`src/rtl/alu_pipe.sv`:
```
// Pipelined ALU with an elastic valid/ready pipeline of STAGES registers.
// Results and flags are computed at accept and carried unchanged through the stages.
module alu_pipe #(
  parameter int WIDTH  = 32,
  parameter int STAGES = 2,
  parameter int SAT_EN = 0
) (
  input  logic             sys_clk,
  input  logic             resetl,
  input  logic             in_valid,
  output logic             in_ready,
  input  logic [WIDTH-1:0] alua,
  input  logic [WIDTH-1:0] alub,
  input  logic [2:0]       alufunc,
  input  logic             rev_sub,
  input  logic             sat_mode,
  input  logic             flush,
  output logic             out_valid,
  input  logic             out_ready,
  output logic [WIDTH-1:0] aluq,
  output logic             flag_z,
  output logic             flag_n,
  output logic             flag_c
);

  typedef enum logic [2:0] {
    OP_ADD  = 3'b000,
    OP_ADDC = 3'b001,
    OP_SUB  = 3'b010,
    OP_SUBC = 3'b011,
    OP_AND  = 3'b100,
    OP_OR   = 3'b101,
    OP_XOR  = 3'b110,
    OP_MOVE = 3'b111
  } op_e;

  typedef struct packed {
    logic [WIDTH-1:0] q;
    logic             c;
    logic             z;
    logic             n;
  } entry_t;

  op_e                op;
  logic               c_q;
  logic [STAGES-1:0]  valid_q;
  entry_t             stg_q [STAGES];
  logic [STAGES-1:0]  free;
  logic [STAGES-1:0]  load_v;
  entry_t             load_d [STAGES];
  entry_t             res;
  logic [WIDTH:0]     wide;
  logic [WIDTH:0]     cin_ext;
  logic               is_add;
  logic               is_sub;
  logic               in_fire;

  assign op = op_e'(alufunc);

  // Handshake: a transfer happens on a cycle where valid and ready are both 1.
  // in_ready may depend combinationally on out_ready; flush and reset block accepts.
  assign in_ready  = resetl && !flush && free[0];
  assign in_fire   = in_valid && in_ready;
  assign out_valid = valid_q[STAGES-1];
  assign aluq      = stg_q[STAGES-1].q;
  assign flag_c    = stg_q[STAGES-1].c;
  assign flag_z    = stg_q[STAGES-1].z;
  assign flag_n    = stg_q[STAGES-1].n;

  // Arithmetic on WIDTH+1 bits; the top bit is carry (add) or borrow (subtract).
  always_comb begin
    cin_ext = '0;
    wide    = '0;
    is_add  = 1'b0;
    is_sub  = 1'b0;
    res     = '0;
    if (op == OP_ADDC || op == OP_SUBC) cin_ext[0] = c_q;
    case (op)
      OP_ADD, OP_ADDC: begin
        is_add = 1'b1;
        wide   = {1'b0, alub} + {1'b0, alua} + cin_ext;
      end
      OP_SUB, OP_SUBC: begin
        is_sub = 1'b1;
        wide   = rev_sub ? ({1'b0, alua} - {1'b0, alub} - cin_ext)
                         : ({1'b0, alub} - {1'b0, alua} - cin_ext);
      end
      OP_AND:  wide = {1'b0, alua & alub};
      OP_OR:   wide = {1'b0, alua | alub};
      OP_XOR:  wide = {1'b0, alua ^ alub};
      default: wide = {1'b0, alua};
    endcase
    res.q = wide[WIDTH-1:0];
    res.c = (op == OP_MOVE) ? c_q : wide[WIDTH];
    if ((SAT_EN != 0) && sat_mode && wide[WIDTH]) begin
      if (is_add) res.q = '1;
      else if (is_sub) res.q = '0;
    end
    res.z = (res.q == '0);
    res.n = res.q[WIDTH-1];
  end

  // A stage can take new data unless it and every stage after it are full with the output stalled.
  always_comb begin
    logic all_full;
    all_full = 1'b1;
    free     = '0;
    for (int s = STAGES - 1; s >= 0; s--) begin
      all_full = all_full & valid_q[s];
      free[s]  = !all_full || out_ready;
    end
  end

  always_comb begin
    load_v[0] = in_fire;
    load_d[0] = res;
    for (int s = 1; s < STAGES; s++) begin
      load_v[s] = valid_q[s-1];
      load_d[s] = stg_q[s-1];
    end
  end

  always_ff @(posedge sys_clk or negedge resetl) begin
    if (!resetl) begin
      c_q     <= 1'b0;
      valid_q <= '0;
      for (int s = 0; s < STAGES; s++) stg_q[s] <= '0;
    end else begin
      if (in_fire && op != OP_MOVE) c_q <= res.c;
      for (int s = 0; s < STAGES; s++) begin
        if (flush) begin
          valid_q[s] <= 1'b0;
        end else if (free[s]) begin
          valid_q[s] <= load_v[s];
          if (load_v[s]) stg_q[s] <= load_d[s];
        end
      end
    end
  end

endmodule

```
`config.mk`:
```
export PLATFORM = sky130hd
export DESIGN_NAME = alu_pipe
export DESIGN_NICKNAME = d
export VERILOG_FILES = /design/src/rtl/alu_pipe.sv
export SDC_FILE = /design/constraint.sdc
export NUM_CORES = 1
export LEC_CHECK = 0
export BUFFER_PORTS_ARGS = -buffer_cell sky130_fd_sc_hd__buf_2
export CAP_MARGIN = 30
export CORE_ASPECT_RATIO = 0.6
export CORE_MARGIN = 5
export CORE_UTILIZATION = 46
export DETAILED_ROUTE_END_ITERATION = 12
export PLACE_DENSITY = 0.7
export SLEW_MARGIN = 20
export SYNTH_ARGS = -nofsm -noshare
export SYNTH_HDL_FRONTEND = slang
export SYNTH_SLANG_ARGS = --single-unit
export TNS_END_PERCENT = 1
```
`constraint.sdc`:
```
create_clock -name sys_clk -period 8.1 [get_ports sys_clk]
set_clock_uncertainty 0.2 [all_clocks]
set_input_delay 0.405 -clock sys_clk [delete_from_list [all_inputs] [get_ports sys_clk]]
set_output_delay 0.405 -clock sys_clk [all_outputs]
set_load 0.1 [all_outputs]
```
==> results.toml, run 1 <==
[yosys]
synth_edf_count = 0
synth_area_per_cell_sq_um = 7.83
yosysSeqAreaShare_pct = 15.8
synth_top_area_share_pct = 20.9
ys_top_cells_by_area = "ha_1 21%, dfrtp_1 16%, inv_1 5.3%"
ys_seq_elements = 71
synth.distinct_cells = 83
synthArstFlopShare_pct = 100
ys.flop_type = "dfrtp_1"
yosys.cell_count.top_type = "ha_1"
synth_top_cell_by_area = "ha_1"
synth_common_cells = "188 x ha_1, 159 x inv_1, 129 x nand2_1, 101 x a21oi_1, 100 x o21ai_0"
synth_area_sq_mm = 0.0112
synth_cells = 1435
yosysWarnings = 0
synth_nets = 1703

[setup_path]
r2r-start = "c_q"
worst_ep_required_time_ns = 8.14
cp-endpoint = "load_d[1]"
crit_arrival_ns = 6.16
cp_cell_sequence = "buf_2, buf_4, nand3b_1, inv_1, fa_1, ha_1, nor2_1, nor4b_1, o31ai_1, o22ai_1, a31oi_1, xor2_1, o22ai_1, o22a_1, or4_1, or4b_1, or4_1, o31ai_2"
timing.rr.end = "load_d[1]"
cp_slowest_stage_delay_ns = 0.96
path_max_fanout = 36
critPathSlowestCell = "o31ai_1"
path_depth = 18
critPathLaunch = "alufunc[0]"
reg2reg_depth = 17
start_kind = "primary input"
cpLargestDelayFamily = "compound AO/OA/AOI/OAI gates"
cp-end-kind = "register"
path_class = "primary input to register"
r2r_setup_slack_ns = 2.10
crit_buf_inv = 3

[floorplan]
die-area_sq_mm = 0.0278
die_w_microns = 212
start_util_pct = 46.6
num_io_pins = 111
coreArea_sq_mm = 0.0241
num_rows = 44
die_h_microns = 131

[clock_tree]
numClockSinks = 71
clkTransAtPathRegs_ns = 0.05
cts_tree = "built"
clk_latency_ns = 0.32
cts_buffer_depth = 2
htreeDepth = 3
postCtsSetupRepairBufs = 0
cts_buffers = 9
root_buffer = "clkbuf_16"

[global_route]
first_global_vias = 9895
antenna_found_initial = 0
overflow = 0
grt_start_max_net_pins = 73
grtUsageTotal_pct = 26.8
grt_pass1_wl_microns = 58000

[power]
ir_worst_vdd_mv = 0.190
p_clk_share_pct = 14.1
seqPwrFrac_pct = 21.0
combPwrFrac_pct = 64.9
power_switching_share_pct = 54.1
p_int_uw = 1130
powerDensity_mw_per_mm2 = 201
power.switching_uw = 1330
p_leak_uw = 0.00581

[worst_hold_path]
hold_path_class = "primary input to register"

[routing]
wire_per_inst_microns = 21.1
route.detailed.drc = 0
drt_first_pass_iters = 10
vias_per_cell = 6.09
wirelength_microns = 38400
drtAntennaViolNets = 0
vias = 11100
drt_iter0_drc = 1392

[place]
placed_area_sq_mm = 0.0120
port-buffer-count = 109
pre_cts_slack_ns = 2.05
gp_congestion = 0.981
dp_hpwl_microns = 31100

[cells_and_area]
drive_gt1_share_pct = 13.7
syn2layout_area_growth_pct = 9.29
antenna_cells = 0
fin_area_sq_mm = 0.0123
nets = 1767

[sta]
layout_min_cycle_time_ns = 6.13
rsz0062_at_grt = "false"
finalCritPeriodShare_pct = 75.6
slew_headroom_pct = 23.1
finalHoldViolations = 0
worst_slew_pin_slew_ns = 1.14
clock.fmax_mhz = 163
tns_ns = 0
setup_viol = 0
fin_ws_ns = 1.97
slew_violations = 0
hold_ws_ns = 0.0691

[outcome]
status = "completed"

[run]
cap_viol_max_count = 0
-- how the worst min path moves through the flow --
stage / startpoint / to / slack, ns / depth (start not counted)
floorplan: resetl / aluq[0] / -0.09 / 0
global placement: aluq[13] / aluq[13] / 0.26 / 2
detailed placement: load_d[21] / load_d[21] / 0.26 / 2
CTS: flush / valid_q[1] / 0.06 / 2
global route: flush / valid_q[1] / 0.07 / 2
finish: flush / valid_q[1] / 0.07 / 2
-- metal layers --
metal / vias to the layer above / part of all wire, % / track usage, %
li1: 5258 / - / -
met1: 5214 / 50 / 44.0
met2: 602 / 36 / 34.1
met3: 29 / 13 / 7.97
met4: 0 / 0.97 / 3.67
met5: - / 0 / 0
-- sequential cells by signal, summed over array words and instances, names as in the netlist --
name,count
c_q,1
valid_q,2
flag_c,1
load_d,34
flag_z,1
aluq,32
-- cell usage in the layout (no fill, tap or decap), types with 15 or more instances in the layout --
cell        n
buf_2     109
a211oi_1   20
nand2b_1   16
nand4_1    17
nand3_1    24
a21oi_1   101
ha_1      188
xnor2_1    44
nor2_1     89
dfrtp_1    71
xor2_1     26
o21ai_0   100
o211ai_1   15
o21a_1     20
nand2_1   129
o221ai_1   20
nor3_1     26
inv_1     159
mux2_2     43
a21o_1     27
-- per-stage QoR --
stage               util, %  total power [uW]  cells
floorplan                 -              1710   1435
global placement       49.7              2060   1808
CTS                    50.8              2440   1822
global route           50.9              2600   1824
finish                 50.9              2460   1824
detailed placement     49.7              2080   1808
-- what timing repair did --
| action | 4_1_cts | 5_1_grt |
|---|---|---|
| hold buffers | 0 | 1 |
| gates resized for setup | 0 | 0 |
| hold endpoints to repair | 0 | 26 |
-- logic make-up (layout without fill, tap and decap cells) --
group | count (synthesis) | in the layout | share of synthesized area, %
flip-flops | 71 | 71 | 15.8
adder cells (fa/ha/maj) | 194 | 194 | 22.0
multiplexers | 67 | 67 | 7.59
AND/OR/NAND/NOR | 367 | 367 | 15.5
XOR/XNOR | 71 | 71 | 5.60
AO/OA/AOI/OAI | 436 | 436 | 25.7
buffers and inverters | 229 | 296 | 7.88
-- final cells by class --
cell class,instances,area [sq um]
Timing Repair Buffer,123,666
Tap cell,322,403
Sequential cell,71,1780
Fill cell,2379,11800
Clock inverter,1,5.00
Inverter,159,597
Clock buffer,13,260
Multi-Input combinational cell,1135,8580
-- power groups by stage --
| stage | Clock [uW] | Combinational (uW) | Sequential, uW |
|---|---|---|---|
| after floorplan | 0 | 747 | 965 |
| after global placement | 0 | 1540 | 519 |
| after detailed placement | 0 | 1560 | 525 |
| after CTS | 354 | 1560 | 519 |
| after global routing | 373 | 1690 | 531 |
| final | 347 | 1600 | 519 |
Power figures use the tool's default switching activity.
==> run 2, diff against run 1 <==
- clock period: 8.1 -> 5.93 ns (I/O delays scaled with it)
==> run 2 against run 1 <==
Routed wire length grew 1.8%. Register-to-register slack lost 1.5 ns. Sequential share of layout area shrank 0.13 points. Core utilization grew 0.48 points. Worst hold slack gained 0.0051 ns. Setup slack lost 1.4 ns. Critical path depth is the same. Global-route usage grew 0.46 points.
==> results.toml, run 2 (synthesis gave the netlist of run 1 again) <==
[setup_path]
reg2reg_depth = 18
path_class = "register to register"
worst_ep_required_time_ns = 5.97
timing.rr.end = "load_d[1]"
cp_slowest_stage_delay_ns = 0.62
cp-end-kind = "register"
cp_cell_sequence = "nand3b_1, inv_1, fa_1, inv_1, ha_1, nor2_1, nor4b_1, o31ai_1, buf_4, o22ai_1, a21oi_1, o21ai_0, xor2_1, a22oi_1, o211ai_1, or4_1, or4_1, o31ai_2"
r2r-start = "c_q"
path_max_fanout = 4
crit_arrival_ns = 5.42
critPathSlowestCell = "o21ai_0"
r2r_setup_slack_ns = 0.55
start_kind = "register"

[global_route]
antenna_found_initial = 0
grt_pass1_wl_microns = 59000
grtUsageTotal_pct = 27.3
first_global_vias = 10000
grt_start_max_net_pins = 72
overflow = 0

[clock_tree]
root_buffer = "clkbuf_16"
cts_buffer_depth = 2
clk_latency_ns = 0.33
htreeDepth = 3
clkTransAtPathRegs_ns = 0.05
cts_buffers = 9
numClockSinks = 71
postCtsSetupRepairBufs = 0
cts_tree = "built"

[routing]
drtAntennaViolNets = 0
wire_per_inst_microns = 21.3
drt_iter0_drc = 1401
wirelength_microns = 39100
drt_first_pass_iters = 6
vias_per_cell = 6.14
route.detailed.drc = 0
vias = 11300

[sta]
rsz0062_at_grt = "false"
fin_ws_ns = 0.552
slew_violations = 0
clock.fmax_mhz = 186
tns_ns = 0
slew_headroom_pct = 43.0
layout_min_cycle_time_ns = 5.38
setup_viol = 0
finalCritPeriodShare_pct = 90.7
worst_slew_pin_slew_ns = 0.852
finalHoldViolations = 0

[floorplan]
coreArea_sq_mm = 0.0241
num_rows = 44
num_io_pins = 111
die-area_sq_mm = 0.0278
die_w_microns = 212
die_h_microns = 131
start_util_pct = 46.6

[power]
powerDensity_mw_per_mm2 = 276
ir_worst_vdd_mv = 0.246
p_leak_uw = 0.00588

[cells_and_area]
nets = 1779
layout_common_cells = "188 x ha_1, 159 x inv_1, 129 x nand2_1"
largest_register_ffs = 34
final_common_cell = "ha_1"
drive_gt1_share_pct = 14.4
syn2layout_area_growth_pct = 10.3
final_cells = 1837
antenna_cells = 0

[place]
dp_hpwl_microns = 31100
place_inst = 1819
gp_congestion = 1.00
port-buffer-count = 109
pre_cts_slack_ns = 0.619

[worst_hold_path]
hold_path.startpoint = "out_ready"
hold_path_end = "valid_q[1]"
hold_path_class = "primary input to register"
hold_depth = 4

[run]
cap_viol_max_count = 0

[outcome]
status = "completed"
==> run 2: changes by cell type in the layout (fill, tap and decap cells not counted) <==
cell,change
buf_4,+11
clkbuf_8,-2
buf_12,-1
buf_16,+1
bufinv_16,+1
clkinv_2,+1
clkinvlp_4,+1
dlygate4sd3_1,+1
==> run 2: where the power goes <==
group          internal, uW  total (uW)  switching [uW]
clock                   322         513             191
combinational           627        2200            1580
sequential              628         710            81.9
total                  1580        3430            1850
==> run 2: worst max path at each step <==
stage | from | endpoint | slack [ns] | depth (start not counted)
floorplan | alufunc[0] | load_d[1] | 0.28 | 23
global placement | alufunc[2] | load_d[1] | 0.69 | 19
CTS | c_q | load_d[1] | 0.69 | 18
finish | c_q | load_d[1] | 0.55 | 18
detailed placement | alufunc[2] | load_d[1] | 0.62 | 19
global route | c_q | load_d[1] | 0.38 | 18
==> run 2: metal layers <==
metal | vias up | wire length, microns | track usage (%)
met2 | 614 | 14200 | 35.3
met3 | 30 | 5200 | 8.11
met5 | - | 0 | 0
li1 | 5282 | - | -
met1 | 5357 | 19300 | 44.2
met4 | 0 | 380 | 4.01
==> run 2: per-stage QoR <==
step / cell area (sq um) / hold WS [ns] / total power (uW) / util [%]
finish: 12400 / 0.0742 / 3430 / 51.4
global route: 12400 / 0.101 / 3600 / 51.4
detailed placement: 12100 / 0.270 / 2850 / 50.1
floorplan: 11200 / -0.199 / 2340 / -
CTS: 12400 / 0.0396 / 3380 / 51.3
global placement: 12100 / 0.260 / 2830 / 50.1
==> run 2: repair_timing <==
item | in CTS | in global routing
hold buffers | 1 | 1
hold endpoints to repair | 1 | 17
resized for setup | 0 | 0
==> run 2: layout make-up <==
class / count / area (sq um)
clock buffers: 11 / 233
flip-flops and latches: 71 / 1780
well taps: 322 / 403
clock inverters: 4 / 47.5
fillers: 2368 / 11700
inverters: 159 / 597
multi-input cells: 1135 / 8580
repair buffers: 135 / 766
==> run 2: critical path: cells and delay by family (launching register included) <==
kind,cells,cell delay [ns]
buf+inv,3,0.38
fa+ha+maj,2,0.67
compound gates,7,1.81
xor+xnor,1,0.13
simple gates,5,1.72
flops,1,0.39
==> run 3, diff against run 2 <==
- CORE_MARGIN: 5 -> not set
==> run 3 against run 2 <==
Sequential share of layout area is essentially flat. Core utilization grew 1.4 points. Combinational power is essentially flat. Fmax grew 0.28%. Non-clock buffer count shrank 1. Setup slack gained 0.015 ns. Register-to-register slack is essentially flat. Sequential power is essentially flat. First-iteration DRC count grew 1.6%.
==> results.toml, run 3 (synthesis gave the netlist of run 1 again) <==
[setup_path]
worst_ep_required_time_ns = 5.98
path_class = "register to register"
r2r-start = "c_q"
crit_buf_inv = 0
path_common_cell = "a211oi_1"
path_max_fanout = 4
cp-end-kind = "register"
critPathSlowestCell = "a211oi_1"
reg2reg_depth = 15
cp_slowest_stage_delay_ns = 0.60
timing.rr.end = "load_d[1]"
start_kind = "register"
crit_arrival_ns = 5.41
cp-endpoint = "load_d[1]"
critPathLaunch = "c_q"
cp_cell_sequence = "nand3b_1, fa_1, ha_1, a211oi_1, o221a_2, a211oi_1, a311oi_2, o211ai_1, a211oi_1, nor3b_1, a31oi_1, o211ai_1, o32a_1, or4_1, o31ai_2"
cpLargestDelayFamily = "compound AO/OA/AOI/OAI gates"
path_depth = 15
r2r_setup_slack_ns = 0.57

[cells_and_area]
layout_common_cells = "188 x ha_1, 159 x inv_1, 129 x nand2_1"
final_cells = 1832
final_common_cell = "ha_1"
largest_register_ffs = 34
fillers = 2284
syn2layout_area_growth_pct = 10.5
drive_gt1_share_pct = 14.6
nets = 1778

[sta]
clock.fmax_mhz = 186
finalHoldViolations = 0
setup_viol = 0
layout_min_cycle_time_ns = 5.36
tns_ns = 0
slew_headroom_pct = 37.4
finalCritPeriodShare_pct = 90.4
slew_violations = 0
worst_slew_pin_slew_ns = 0.937
rsz0062_at_grt = "false"

[clock_tree]
clkTransAtPathRegs_ns = 0.06
cts_buffers = 9
clk_latency_ns = 0.33
numClockSinks = 71
cts_tree = "built"
cts_buffer_depth = 2
htreeDepth = 3
root_buffer = "clkbuf_16"

[global_route]
antenna_found_initial = 1
grtUsageTotal_pct = 31.3
overflow = 0
grt_pass1_wl_microns = 59900
grt_start_max_net_pins = 72
first_global_vias = 10200

[place]
dp_hpwl_microns = 31300
place_inst = 1811
port-buffer-count = 109
gp_congestion = 1.04

[outcome]
status = "completed"

[routing]
route.detailed.drc = 0
drtAntennaViolNets = 0
vias = 11300
vias_per_cell = 6.16
wirelength_microns = 39000
drt_first_pass_iters = 5
drt_iter0_drc = 1424
wire_per_inst_microns = 21.3

[run]
cap_viol_max_count = 0

[floorplan]
die_w_microns = 204
num_io_pins = 111
die-area_sq_mm = 0.0251
num_rows = 43
coreArea_sq_mm = 0.0235
start_util_pct = 47.8
die_h_microns = 123

[power]
p_leak_uw = 0.00589
powerDensity_mw_per_mm2 = 277
ir_worst_vdd_mv = 0.253

[worst_hold_path]
hold_path_class = "primary input to register"
## run 3: per-layer routing
layer | global-route usage, % | routed length, microns | vias to the layer above
met5 | 0 | 0 | -
met4 | 4.98 | 423 | 0
met3 | 10.1 | 5470 | 32
met2 | 40.1 | 13800 | 678
met1 | 49.4 | 19300 | 5304
li1 | - | - | 5269
## run 3: worst min path at each step
stage | end | cells past startpoint | slack, ns | from
after floorplan | aluq[0] | 0 | -0.20 | resetl
after global routing | valid_q[1] | 4 | 0.07 | out_ready
final | valid_q[1] | 4 | 0.06 | out_ready
after detailed placement | load_d[32] | 2 | 0.26 | load_d[32]
after global placement | aluq[8] | 2 | 0.26 | aluq[8]
after CTS | aluq[1] | 2 | 0.03 | resetl
## run 3: worst reg2reg max path: stages, from the launching register on
cell and delay [ns]:
dfrtp_1 0.36, nand3b_1 0.17, fa_1 0.48, ha_1 0.32, a211oi_1 0.46, o221a_2 0.38, a211oi_1 0.16, a311oi_2 0.36
o211ai_1 0.29, a211oi_1 0.61, nor3b_1 0.12, a31oi_1 0.20, o211ai_1 0.11, o32a_1 0.35, or4_1 0.54, o31ai_2 0.17
## run 3: layout make-up
class | count | area (sq um) | area share [%]
flip-flops and latches | 71 | 1780 | 14.3
repair buffers | 134 | 758 | 6.10
multi-input cells | 1135 | 8580 | 69.1
inverters | 159 | 597 | 4.81
well taps | 315 | 394 | 3.17
diodes | 2 | 5.00 | 0.0403
clock inverters | 5 | 56.3 | 0.453
clock buffers | 11 | 253 | 2.03
## run 3: through the flow
step / hold slack (ns) / worst slack (ns) / cell area, sq um / total power, uW / util, %
after global routing: 0.0719 / 0.333 / 12400 / 3630 / 52.8
after floorplan: -0.199 / 0.283 / 11200 / 2340 / -
final: 0.0580 / 0.567 / 12400 / 3450 / 52.8
after CTS: 0.0324 / 0.744 / 12400 / 3400 / 52.6
after global placement: 0.256 / 0.695 / 12100 / 2820 / 51.3
after detailed placement: 0.260 / 0.653 / 12100 / 2850 / 51.3
## run 3: power by group
part	switching, uW	internal, uW	leakage, uW
clock	196	347	0.000152
combinational	1570	625	0.00484
sequential	84.8	628	0.000893
total	1850	1600	0.00589
## run 3: timing repair
| item | CTS | global route |
|---|---|---|
| endpoints found under the hold margin | 1 | 12 |
| setup buffers | 0 | 0 |
| gates resized for setup | 0 | 0 |
| hold buffers | 1 | 1 |
